File: config.mk
export PLATFORM = sky130hd
export DESIGN_NAME = mem_fill_arbiter_flat
export DESIGN_NICKNAME = d
export VERILOG_FILES = /design/src/rtl/mem_fill_arbiter_if.sv /design/src/rtl/mem_fill_arbiter.sv /design/src/flat_wrapper.sv
export SDC_FILE = /design/constraint.sdc
export NUM_CORES = 1
export LEC_CHECK = 0
export CORE_UTILIZATION = 47
export DETAILED_ROUTE_END_ITERATION = 6
export PLACE_DENSITY = 0.85
export SYNTH_ARGS = -nofsm -noshare
export SYNTH_HDL_FRONTEND = slang
export SYNTH_SLANG_ARGS = --single-unit
File: constraint.sdc
create_clock -name clk -period 5.4 [get_ports clk]
set_input_delay 1.62 -clock clk [delete_from_list [all_inputs] [get_ports clk]]
set_output_delay 1.62 -clock clk [all_outputs]
set_load 0.02 [all_outputs]
File: src/rtl/mem_fill_arbiter_if.sv
// Bundle between the fill/store scheduler, the two caches' miss logic and the
// pipelined main-memory port. "master" is the scheduler, "slave" is everything around it.
interface mem_fill_arbiter_if;
  // Requests from the caches
  logic        icache_miss;
  logic [15:0] icache_miss_addr;
  logic        dcache_miss;
  logic [15:0] dcache_miss_addr;
  logic        dcache_store;
  logic [15:0] store_addr;
  logic [15:0] store_data;

  // Main-memory port
  logic        mem_enable;
  logic        mem_wr;
  logic [15:0] mem_addr;
  logic [15:0] mem_data_in;
  logic        mem_data_valid;

  // Cache array write strobes
  logic        icache_data_wen;
  logic        icache_tag_wen;
  logic        dcache_data_wen;
  logic        dcache_tag_wen;
  logic [2:0]  fill_word_offset;
  logic        store_done;

  // Pipeline stalls
  logic        i_stall;
  logic        d_stall;

  modport master (
    input  icache_miss, icache_miss_addr, dcache_miss, dcache_miss_addr,
           dcache_store, store_addr, store_data, mem_data_valid,
    output mem_enable, mem_wr, mem_addr, mem_data_in,
           icache_data_wen, icache_tag_wen, dcache_data_wen, dcache_tag_wen,
           fill_word_offset, store_done, i_stall, d_stall
  );

  modport slave (
    output icache_miss, icache_miss_addr, dcache_miss, dcache_miss_addr,
           dcache_store, store_addr, store_data, mem_data_valid,
    input  mem_enable, mem_wr, mem_addr, mem_data_in,
           icache_data_wen, icache_tag_wen, dcache_data_wen, dcache_tag_wen,
           fill_word_offset, store_done, i_stall, d_stall
  );
endinterface

File: src/rtl/mem_fill_arbiter.sv
// Single owner of the main-memory port: schedules write-through stores and
// 8-word I/D line fills, drives cache array write strobes and pipeline stalls.
module mem_fill_arbiter #(
  parameter int unsigned WORDS_PER_LINE = 8,
  parameter int unsigned MEM_LATENCY    = 4
) (
  input logic               clk,
  input logic               rst,
  mem_fill_arbiter_if.master bus
);

  localparam int unsigned OFF_W = $clog2(WORDS_PER_LINE);
  localparam int unsigned CNT_W = OFF_W + 1;
  localparam logic [CNT_W-1:0] LAST_WORD  = CNT_W'(WORDS_PER_LINE - 1);
  localparam logic [CNT_W-1:0] LINE_WORDS = CNT_W'(WORDS_PER_LINE);

  typedef enum logic [1:0] {
    S_IDLE,
    S_FILL,
    S_TAG,
    S_STORE
  } state_t;

  state_t state, state_nxt;

  logic                 owner;       // 0 = I-cache, 1 = D-cache
  logic                 last_fill;   // round-robin history, same encoding
  logic [15-OFF_W-1:0]  line_base;
  logic [CNT_W-1:0]     issue_cnt;
  logic [CNT_W-1:0]     ret_cnt;
  logic [15:0]          st_addr;
  logic [15:0]          st_data;

  logic grant_store;
  logic grant_miss;
  logic grant_owner;
  logic rd_issue;
  logic rd_return;

  logic i_data_wen, i_tag_wen, d_data_wen, d_tag_wen;
  logic st_done;

  // State register
  // NOTE: clocked state uses non-blocking assignments so every flop samples
  // pre-edge values regardless of block ordering.
  always_ff @(posedge clk or posedge rst) begin
    if (rst) state <= S_IDLE;
    else     state <= state_nxt;
  end

  // Next-state and output decode
  // NOTE: every signal is given a default before the case so no path leaves
  // it unassigned, which would otherwise infer a latch.
  always_comb begin
    state_nxt            = state;
    grant_store          = 1'b0;
    grant_miss           = 1'b0;
    grant_owner          = 1'b0;
    rd_issue             = 1'b0;
    rd_return            = 1'b0;
    i_data_wen           = 1'b0;
    i_tag_wen            = 1'b0;
    d_data_wen           = 1'b0;
    d_tag_wen            = 1'b0;
    st_done              = 1'b0;
    bus.mem_enable       = 1'b0;
    bus.mem_wr           = 1'b0;
    bus.mem_addr         = '0;
    bus.mem_data_in      = '0;
    bus.fill_word_offset = '0;

    unique case (state)
      S_IDLE: begin
        // Stores win outright; two misses alternate away from the last fill
        if (bus.dcache_store) begin
          grant_store = 1'b1;
          state_nxt   = S_STORE;
        end else if (bus.icache_miss || bus.dcache_miss) begin
          grant_miss  = 1'b1;
          grant_owner = (bus.icache_miss && bus.dcache_miss) ? ~last_fill : bus.dcache_miss;
          state_nxt   = S_FILL;
        end
      end

      S_STORE: begin
        bus.mem_enable  = 1'b1;
        bus.mem_wr      = 1'b1;
        bus.mem_addr    = st_addr;
        bus.mem_data_in = st_data;
        st_done         = 1'b1;
        state_nxt       = S_IDLE;
      end

      S_FILL: begin
        if (issue_cnt < LINE_WORDS) begin
          rd_issue       = 1'b1;
          bus.mem_enable = 1'b1;
          bus.mem_addr   = {line_base, issue_cnt[OFF_W-1:0], 1'b0};
        end
        if (bus.mem_data_valid && (ret_cnt < LINE_WORDS)) begin
          rd_return            = 1'b1;
          bus.fill_word_offset = ret_cnt[OFF_W-1:0];
          if (owner) d_data_wen = 1'b1;
          else       i_data_wen = 1'b1;
          if (ret_cnt == LAST_WORD) state_nxt = S_TAG;
        end
      end

      S_TAG: begin
        if (owner) d_tag_wen = 1'b1;
        else       i_tag_wen = 1'b1;
        state_nxt = S_IDLE;
      end

      default: state_nxt = S_IDLE;
    endcase
  end

  // Fill/store context registers
  always_ff @(posedge clk or posedge rst) begin
    if (rst) begin
      owner     <= 1'b0;
      last_fill <= 1'b0;
      line_base <= '0;
      issue_cnt <= '0;
      ret_cnt   <= '0;
      st_addr   <= '0;
      st_data   <= '0;
    end else begin
      if (grant_miss) begin
        owner     <= grant_owner;
        line_base <= grant_owner ? bus.dcache_miss_addr[15:OFF_W+1]
                                 : bus.icache_miss_addr[15:OFF_W+1];
        issue_cnt <= '0;
        ret_cnt   <= '0;
      end else begin
        if (rd_issue)  issue_cnt <= issue_cnt + 1'b1;
        if (rd_return) ret_cnt   <= ret_cnt + 1'b1;
      end
      if (grant_store) begin
        st_addr <= bus.store_addr;
        st_data <= bus.store_data;
      end
      if (state == S_TAG) last_fill <= owner;
    end
  end

  assign bus.icache_data_wen = i_data_wen;
  assign bus.icache_tag_wen  = i_tag_wen;
  assign bus.dcache_data_wen = d_data_wen;
  assign bus.dcache_tag_wen  = d_tag_wen;
  assign bus.store_done      = st_done;

  // Stalls are forced low while reset is held so every output reads 0 in reset
  assign bus.i_stall = ~rst & bus.icache_miss & ~i_tag_wen;
  assign bus.d_stall = ~rst & ((bus.dcache_miss & ~d_tag_wen) | (bus.dcache_store & ~st_done));

  // Memory contract: a counted return always matches a read issued MEM_LATENCY cycles earlier
  assert property (@(posedge clk) disable iff (rst)
    rd_return |-> $past(rd_issue, MEM_LATENCY));

endmodule
File: src/flat_wrapper.sv
// flat-port wrapper written by rule: the top's interface ports become plain ports
module mem_fill_arbiter_flat 
#(
  parameter int unsigned WORDS_PER_LINE = 8,
  parameter int unsigned MEM_LATENCY    = 4
)
  (clk, rst, bus_icache_miss, bus_icache_miss_addr, bus_dcache_miss, bus_dcache_miss_addr, bus_dcache_store, bus_store_addr, bus_store_data, bus_mem_data_valid, bus_mem_enable, bus_mem_wr, bus_mem_addr, bus_mem_data_in, bus_icache_data_wen, bus_icache_tag_wen, bus_dcache_data_wen, bus_dcache_tag_wen, bus_fill_word_offset, bus_store_done, bus_i_stall, bus_d_stall);
  mem_fill_arbiter_if bus_i ();
  input logic clk;
  input logic rst;
  input wire logic [$bits(bus_i.icache_miss)-1:0] bus_icache_miss;
  input wire logic [$bits(bus_i.icache_miss_addr)-1:0] bus_icache_miss_addr;
  input wire logic [$bits(bus_i.dcache_miss)-1:0] bus_dcache_miss;
  input wire logic [$bits(bus_i.dcache_miss_addr)-1:0] bus_dcache_miss_addr;
  input wire logic [$bits(bus_i.dcache_store)-1:0] bus_dcache_store;
  input wire logic [$bits(bus_i.store_addr)-1:0] bus_store_addr;
  input wire logic [$bits(bus_i.store_data)-1:0] bus_store_data;
  input wire logic [$bits(bus_i.mem_data_valid)-1:0] bus_mem_data_valid;
  output wire logic [$bits(bus_i.mem_enable)-1:0] bus_mem_enable;
  output wire logic [$bits(bus_i.mem_wr)-1:0] bus_mem_wr;
  output wire logic [$bits(bus_i.mem_addr)-1:0] bus_mem_addr;
  output wire logic [$bits(bus_i.mem_data_in)-1:0] bus_mem_data_in;
  output wire logic [$bits(bus_i.icache_data_wen)-1:0] bus_icache_data_wen;
  output wire logic [$bits(bus_i.icache_tag_wen)-1:0] bus_icache_tag_wen;
  output wire logic [$bits(bus_i.dcache_data_wen)-1:0] bus_dcache_data_wen;
  output wire logic [$bits(bus_i.dcache_tag_wen)-1:0] bus_dcache_tag_wen;
  output wire logic [$bits(bus_i.fill_word_offset)-1:0] bus_fill_word_offset;
  output wire logic [$bits(bus_i.store_done)-1:0] bus_store_done;
  output wire logic [$bits(bus_i.i_stall)-1:0] bus_i_stall;
  output wire logic [$bits(bus_i.d_stall)-1:0] bus_d_stall;
  assign bus_i.icache_miss = bus_icache_miss;
  assign bus_i.icache_miss_addr = bus_icache_miss_addr;
  assign bus_i.dcache_miss = bus_dcache_miss;
  assign bus_i.dcache_miss_addr = bus_dcache_miss_addr;
  assign bus_i.dcache_store = bus_dcache_store;
  assign bus_i.store_addr = bus_store_addr;
  assign bus_i.store_data = bus_store_data;
  assign bus_i.mem_data_valid = bus_mem_data_valid;
  assign bus_mem_enable = bus_i.mem_enable;
  assign bus_mem_wr = bus_i.mem_wr;
  assign bus_mem_addr = bus_i.mem_addr;
  assign bus_mem_data_in = bus_i.mem_data_in;
  assign bus_icache_data_wen = bus_i.icache_data_wen;
  assign bus_icache_tag_wen = bus_i.icache_tag_wen;
  assign bus_dcache_data_wen = bus_i.dcache_data_wen;
  assign bus_dcache_tag_wen = bus_i.dcache_tag_wen;
  assign bus_fill_word_offset = bus_i.fill_word_offset;
  assign bus_store_done = bus_i.store_done;
  assign bus_i_stall = bus_i.i_stall;
  assign bus_d_stall = bus_i.d_stall;
  mem_fill_arbiter #(.WORDS_PER_LINE(WORDS_PER_LINE), .MEM_LATENCY(MEM_LATENCY)) u_core (.clk(clk), .rst(rst), .bus(bus_i));
endmodule
==> metrics, run 1 <==
synth top area cells dfrtp_1 (50%), mux2_2 (12%), a22o_1 (5.0%), and3_1 (3.8%), o31ai_1 (3.2%); Clock H-tree levels 2; largest area contributor in the netlist dfrtp_1; Post-Synth XOR/XNOR Area 0.00940; Syn. warnings 0; CP startpoint kind input pin; Core ar. between 5000 and 6000 um^2; vias in the first global route 2,138; CP Class input pin to output pin; Chip Height 79.1 um; VDD IR max 0.000356 V; Simple-Gate Fraction of Synth Area 0.140; drt initial violations 249; Pwr Total 2.07 mW; Rel. slew slack 0.333; CTS tree yes; DRT antenna net count 0; Setup violations, final 0; unrepaired setup endpoints after global routing false; fraction of registers with async set/reset 1.00; crit share post-route 0.893; status completed; hold buffer count at cts 0; final setup margin 0.576 ns; worst skew pair latency 0.31 ns; Netlist cell types 39; nets@finish a little over 400; crit path capture type output pin; CP arrival 3.20 ns; Buffers on Ports about 110; most frequent cell after synthesis dfrtp_1; area delta synth->final 40.3%; area of the multi-input gates between 1000 and 1500 um^2; clk slew on worst S/H paths around 0.1 ns; number of synthesized flops with an enable pin 0; post-synthesis mux area share 0.136; synthesized instance count 244; first-pass GRT wire length ~11,000 um; DRC errors left 0; cts bufs inserted 5; Synth Cell Area 2800 um^2; routed wire length 6890 um; antenna cells 0; P_leak around 1.7 nW; main combinational cell family by area after synthesis compound AO/OA/AOI/OAI gates; Adder-Cell Fraction of Synth Area 0.00895; CTS resizes 0; critical path fanouts, max 7; Layout Skew around 0.0034 ns; Rows 27; fin. max-slew vios 0; Clock Tree Buf Depth 2; worst slack, placed approximately 0.56 ns; Die W between 70 and 80 um; Post-CTS Setup Bufs 0; Avg WL per Cell 16.7 um; achievable frequency 207 MHz; fill cell count between 400 and 500; maximum number of pins on one net before global-route repair 42; RD Place Congestion 0.813; #FFs+latches synth 56; ys flop type dfrtp_1; Min Clock Period, post-route 4.82 ns; fin util 0.699; Sink Count 56; Fin Setup TNS 0 ns; detailed placer's ending HPWL 4920 um; via count 2,305; full die area between 6000 and 7000 um^2; sequential area share after synthesis 0.501; CTS Root Cell clkbuf_8; Worst Hold Class register to register; register area 1400 um^2; Syn Nets 316; DRT Pass-1 Iters 4; Commonest cells post-synth dfrtp_1 (56), mux2_2 (29), nor2_1 (20); layout cell share with drive strength beyond 1 0.144; Top Ports ~110; area share of the largest cell type after synthesis 0.501; Via density 5.58; Slew @ Worst Pin 1.00 ns; antenna violations before repair 0; starting density of the core 0.498; max_cap viols 0; Mean Syn Cell Area 11.5 um^2; Tot GR Track Use 0.231; PwrDens 527 nW/um^2; final hold viol count 0; global route total overflow 0; post-synthesis compound-gate area fraction 0.154; Data required, critical path between 3 and 4 ns
-- worst max-delay path: stages --
cell             delay (ns)
clkdlybuf4s50_1        0.51
and4bb_2               0.33
and2_1                 0.15
clkdlybuf4s50_1        0.59
-- power by group --
| part | total [mW] | internal, mW | leakage (nW) | switching (mW) |
|---|---|---|---|---|
| Sequential | 0.812 | 0.620 | 0.683 | 0.192 |
| Combinational | 1.02 | 0.541 | 0.938 | 0.478 |
| Clock | 0.234 | 0.103 | 0.0510 | 0.132 |
| Total | 2.07 | 1.26 | 1.67 | 0.802 |
-- layout by cell type (no fill, tap or decap), drive strengths merged, types with 3 or more instances in the layout --
cell type      instances
a21oi                 13
a22o                  16
and2                   4
and3                  17
clkbuf                 6
clkdlybuf4s50        105
dfrtp                 56
inv                    5
mux2                  32
nand2                  6
nor2                  22
nor3b                  3
o21ai                 15
o31ai                 12
xnor2                  3
-- flip-flops by register name, summed over array words and instances, names as in the netlist --
| register | cells |
|---|---|
| u_core.ret_cnt | 4 |
| u_core.issue_cnt | 4 |
| u_core.owner | 1 |
| u_core.st_addr | 16 |
| u_core.st_data | 16 |
| u_core.state | 2 |
| u_core.line_base | 12 |
| u_core.last_fill | 1 |
-- per-layer routing --
layer / track usage / part of all wire
met1: 0.331 / 0.45
met4: 0.0964 / 0.022
met2: 0.352 / 0.49
met3: 0.0287 / 0.041
met5: 0 / 0
-- logic make-up (layout without fill, tap and decap cells) --
logic type,count (synthesis),count (layout)
fa+ha+maj,2,2
flops,56,56
simple gates,63,63
xor+xnor,3,3
compound gates,63,63
mux,34,34
buf+inv,23,120
-- stage by stage --
| step | instance area (um^2) | hold WS [ns] | cells |
|---|---|---|---|
| after floorplan | 2800 | 0.450 | 244 |
| after global placement | 3830 | 0.461 | 405 |
| after detailed placement | 3830 | 0.472 | 405 |
| after CTS | 3920 | 0.493 | 413 |
| after global routing | 3920 | 0.512 | 413 |
| final | 3920 | 0.490 | 413 |
-- worst paths after layout --
path / startpoint / endpoint / slack (ns) / cells after the start
max in group asynchronous: rst / u_core.st_data[5] / 2.81 / 3
setup / recovery: bus_mem_data_valid / bus_dcache_data_wen / 0.58 / 4
hold / removal: u_core.st_data[1] / u_core.st_data[1] / 0.49 / 1
min in group asynchronous: rst / u_core.owner / 1.86 / 2
setup reg to reg: u_core.state[1] / u_core.line_base[9] / 3.08 / 3
hold reg to reg: u_core.st_data[1] / u_core.st_data[1] / 0.49 / 1
-- final cells by class --
| type | count | share of cell area |
|---|---|---|
| clock buffers | 6 | 0.0211 |
| clock inverters | 2 | 0.00255 |
| inverters | 5 | 0.00479 |
| multi-input cells | 165 | 0.319 |
| flip-flops and latches | 56 | 0.357 |
| well taps | 72 | 0.0230 |
| repair buffers | 107 | 0.272 |
(Power assumes the default switching activity.)
==> inputs of run 2 (changes only) <==
--- a/config.mk
+++ b/config.mk
@@ -5,9 +5,11 @@
 export SDC_FILE = /design/constraint.sdc
 export NUM_CORES = 1
 export LEC_CHECK = 0
-export CORE_UTILIZATION = 47
+export CORE_UTILIZATION = 25
+export CTS_BUF_LIST = sky130_fd_sc_hd__clkbuf_8
 export DETAILED_ROUTE_END_ITERATION = 6
-export PLACE_DENSITY = 0.85
+export PLACE_DENSITY = 0.5
+export SLEW_MARGIN = 20
 export SYNTH_ARGS = -nofsm -noshare
 export SYNTH_HDL_FRONTEND = slang
 export SYNTH_SLANG_ARGS = --single-unit
==> metrics, run 2 (synthesis gave the netlist of run 1 again) <==
status completed; Fin Setup TNS 0 ns; detailed placer's ending HPWL 5310 um; DRT Pass-1 Iters 4; worst skew pair latency 0.32 ns; CTS resizes 0; slowest library cell on the worst path clkdlybuf4s50_1; M3 GR Usage 0.0333; vias in the first global route 2,408; placed cell count 475; Critical R2R Launch u_core.state[1]; final hold viol count 0; VDD IR max 0.000208 V; clk slew on worst S/H paths roughly 0.09 ns; maximum number of pins on one net before global-route repair 32; starting density of the core 0.257; Layout Skew around 0.018 ns; antenna violations before repair 0; crit path capture type output pin; CP arrival 3.17 ns; drt initial violations 76; antenna cells 0; met1 usage 0.161; PwrDens 516 nW/um^2; Clock H-tree levels 2; Top Ports ~110; max_cap viols 0; Buffers on Ports 105; busiest layer in global routing met2; CP Class input pin to output pin; Post-CTS Setup Bufs 0; global route total overflow 0; Data required, critical path 3.78 ns; Hold Crit Start u_core.st_addr[12]; met2 Use GR 0.237; Worst Setup SP bus_mem_data_valid; Die W 108 um; Via density 4.68; first-pass GRT wire length 12,000 um; Crit path buffers/inverters 2; Rel. slew slack 0.323; DRT antenna net count 0; Chip Height approximately 110 um; CP delay by family, top buffers and inverters; P_leak 1.67 nW; Slew @ Worst Pin between 1 and 1.5 ns; Avg WL per Cell 15.7 um; cts bufs inserted 5; fin. max-slew vios 0; Min Clock Period, post-route between 4 and 5 ns; commonest non-fill, non-tap cell in the layout clkdlybuf4s50_1; Layout Cells excl Fill 483; crit share post-route 0.887; achievable frequency 209 MHz; CTS Root Cell clkbuf_8; routed wire length 7580 um; CP startpoint kind input pin; full die area 11,600 um^2; Worst path max stage delay roughly 0.60 ns; Core ar. 10,900 um^2; Rows 38; area delta synth->final 43.9%; Tot GR Track Use 0.134; most frequent CP cell clkdlybuf4s50_1; most frequent cells in the layout clkdlybuf4s50_1 (105), dfrtp_1 (56), mux2_2 (29); critical path fanouts, max 7; unrepaired setup endpoints after global routing false; Worst Hold Class register to register; nets@finish 414; via count 2,261; crit path cell chain clkdlybuf4s50_1 -> and4bb_2 -> and2_1 -> clkdlybuf4s50_1; DRC errors left 0; fill cell count 1,097; Setup violations, final 0; hold buffer count at cts 0; layout cell share with drive strength beyond 1 0.149; RD Place Congestion 0.729; Clock Tree Buf Depth 2; Top Registers u_core.st_addr (16), u_core.st_data (16), u_core.line_base (12); CTS tree yes; Sink Count 56
[run 2: changes by cell type in the layout (fill, tap and decap cells not counted)]
cell,delta
clkinv_2,-2
buf_4,+2
clkinvlp_4,+2
clkbuf_8,-1
clkinv_4,+1
[run 2: final timing paths]
kind / end / slack (ns) / cells past startpoint
min: u_core.st_addr[12] / 0.50 / 1
max reg2reg: u_core.owner / 3.23 / 4
min reg2reg: u_core.st_addr[12] / 0.50 / 1
max in group asynchronous: u_core.state[1] / 2.82 / 3
min in group asynchronous: u_core.st_data[8] / 1.74 / 2
max: bus_fill_word_offset[2] / 0.61 / 4
[run 2: routing by layer]
metal / routed length (um) / up-vias
met2: 3820 / 57
met5: 0 / -
met4: 68 / 0
li1: - / 1082
met3: 386 / 6
met1: 3310 / 1116
[run 2: where the power goes]
| group | total [mW] | switching (mW) | internal (mW) |
|---|---|---|---|
| clock | 0.239 | 0.146 | 0.0924 |
| sequential | 0.747 | 0.127 | 0.620 |
| combinational | 1.09 | 0.538 | 0.550 |
| total | 2.07 | 0.811 | 1.26 |
[run 2: cell type report]
type                            instances  area, um^2  share of cell area
Clock inverter                          3        23.8             0.00591
Multi-Input combinational cell        165        1250               0.311
Sequential cell                        56        1400               0.348
Tap cell                              140         175              0.0436
Inverter                                5        18.8             0.00467
Timing Repair Buffer                  109        1080               0.269
Clock buffer                            5        68.8              0.0171
[run 2: per-stage QoR]
stage | power [mW] | util | hold slack, ns | instance area [um^2] | setup slack, ns
finish | 2.07 | 0.369 | 0.497 | 4020 | 0.609
detailed placement | 1.86 | 0.361 | 0.480 | 3930 | 0.599
floorplan | 1.45 | - | 0.450 | 2800 | 1.63
global placement | 1.85 | 0.361 | 0.478 | 3930 | 0.603
global route | 2.23 | 0.369 | 0.519 | 4020 | 0.564
CTS | 2.11 | 0.369 | 0.504 | 4020 | 0.598
[run 2: worst reg2reg max path, cell delays in order (launching register included)]
cell     delay, ns
dfrtp_1       0.44
buf_4         0.24
nor3_4        0.53
o21ai_1       0.50
a22o_1        0.36
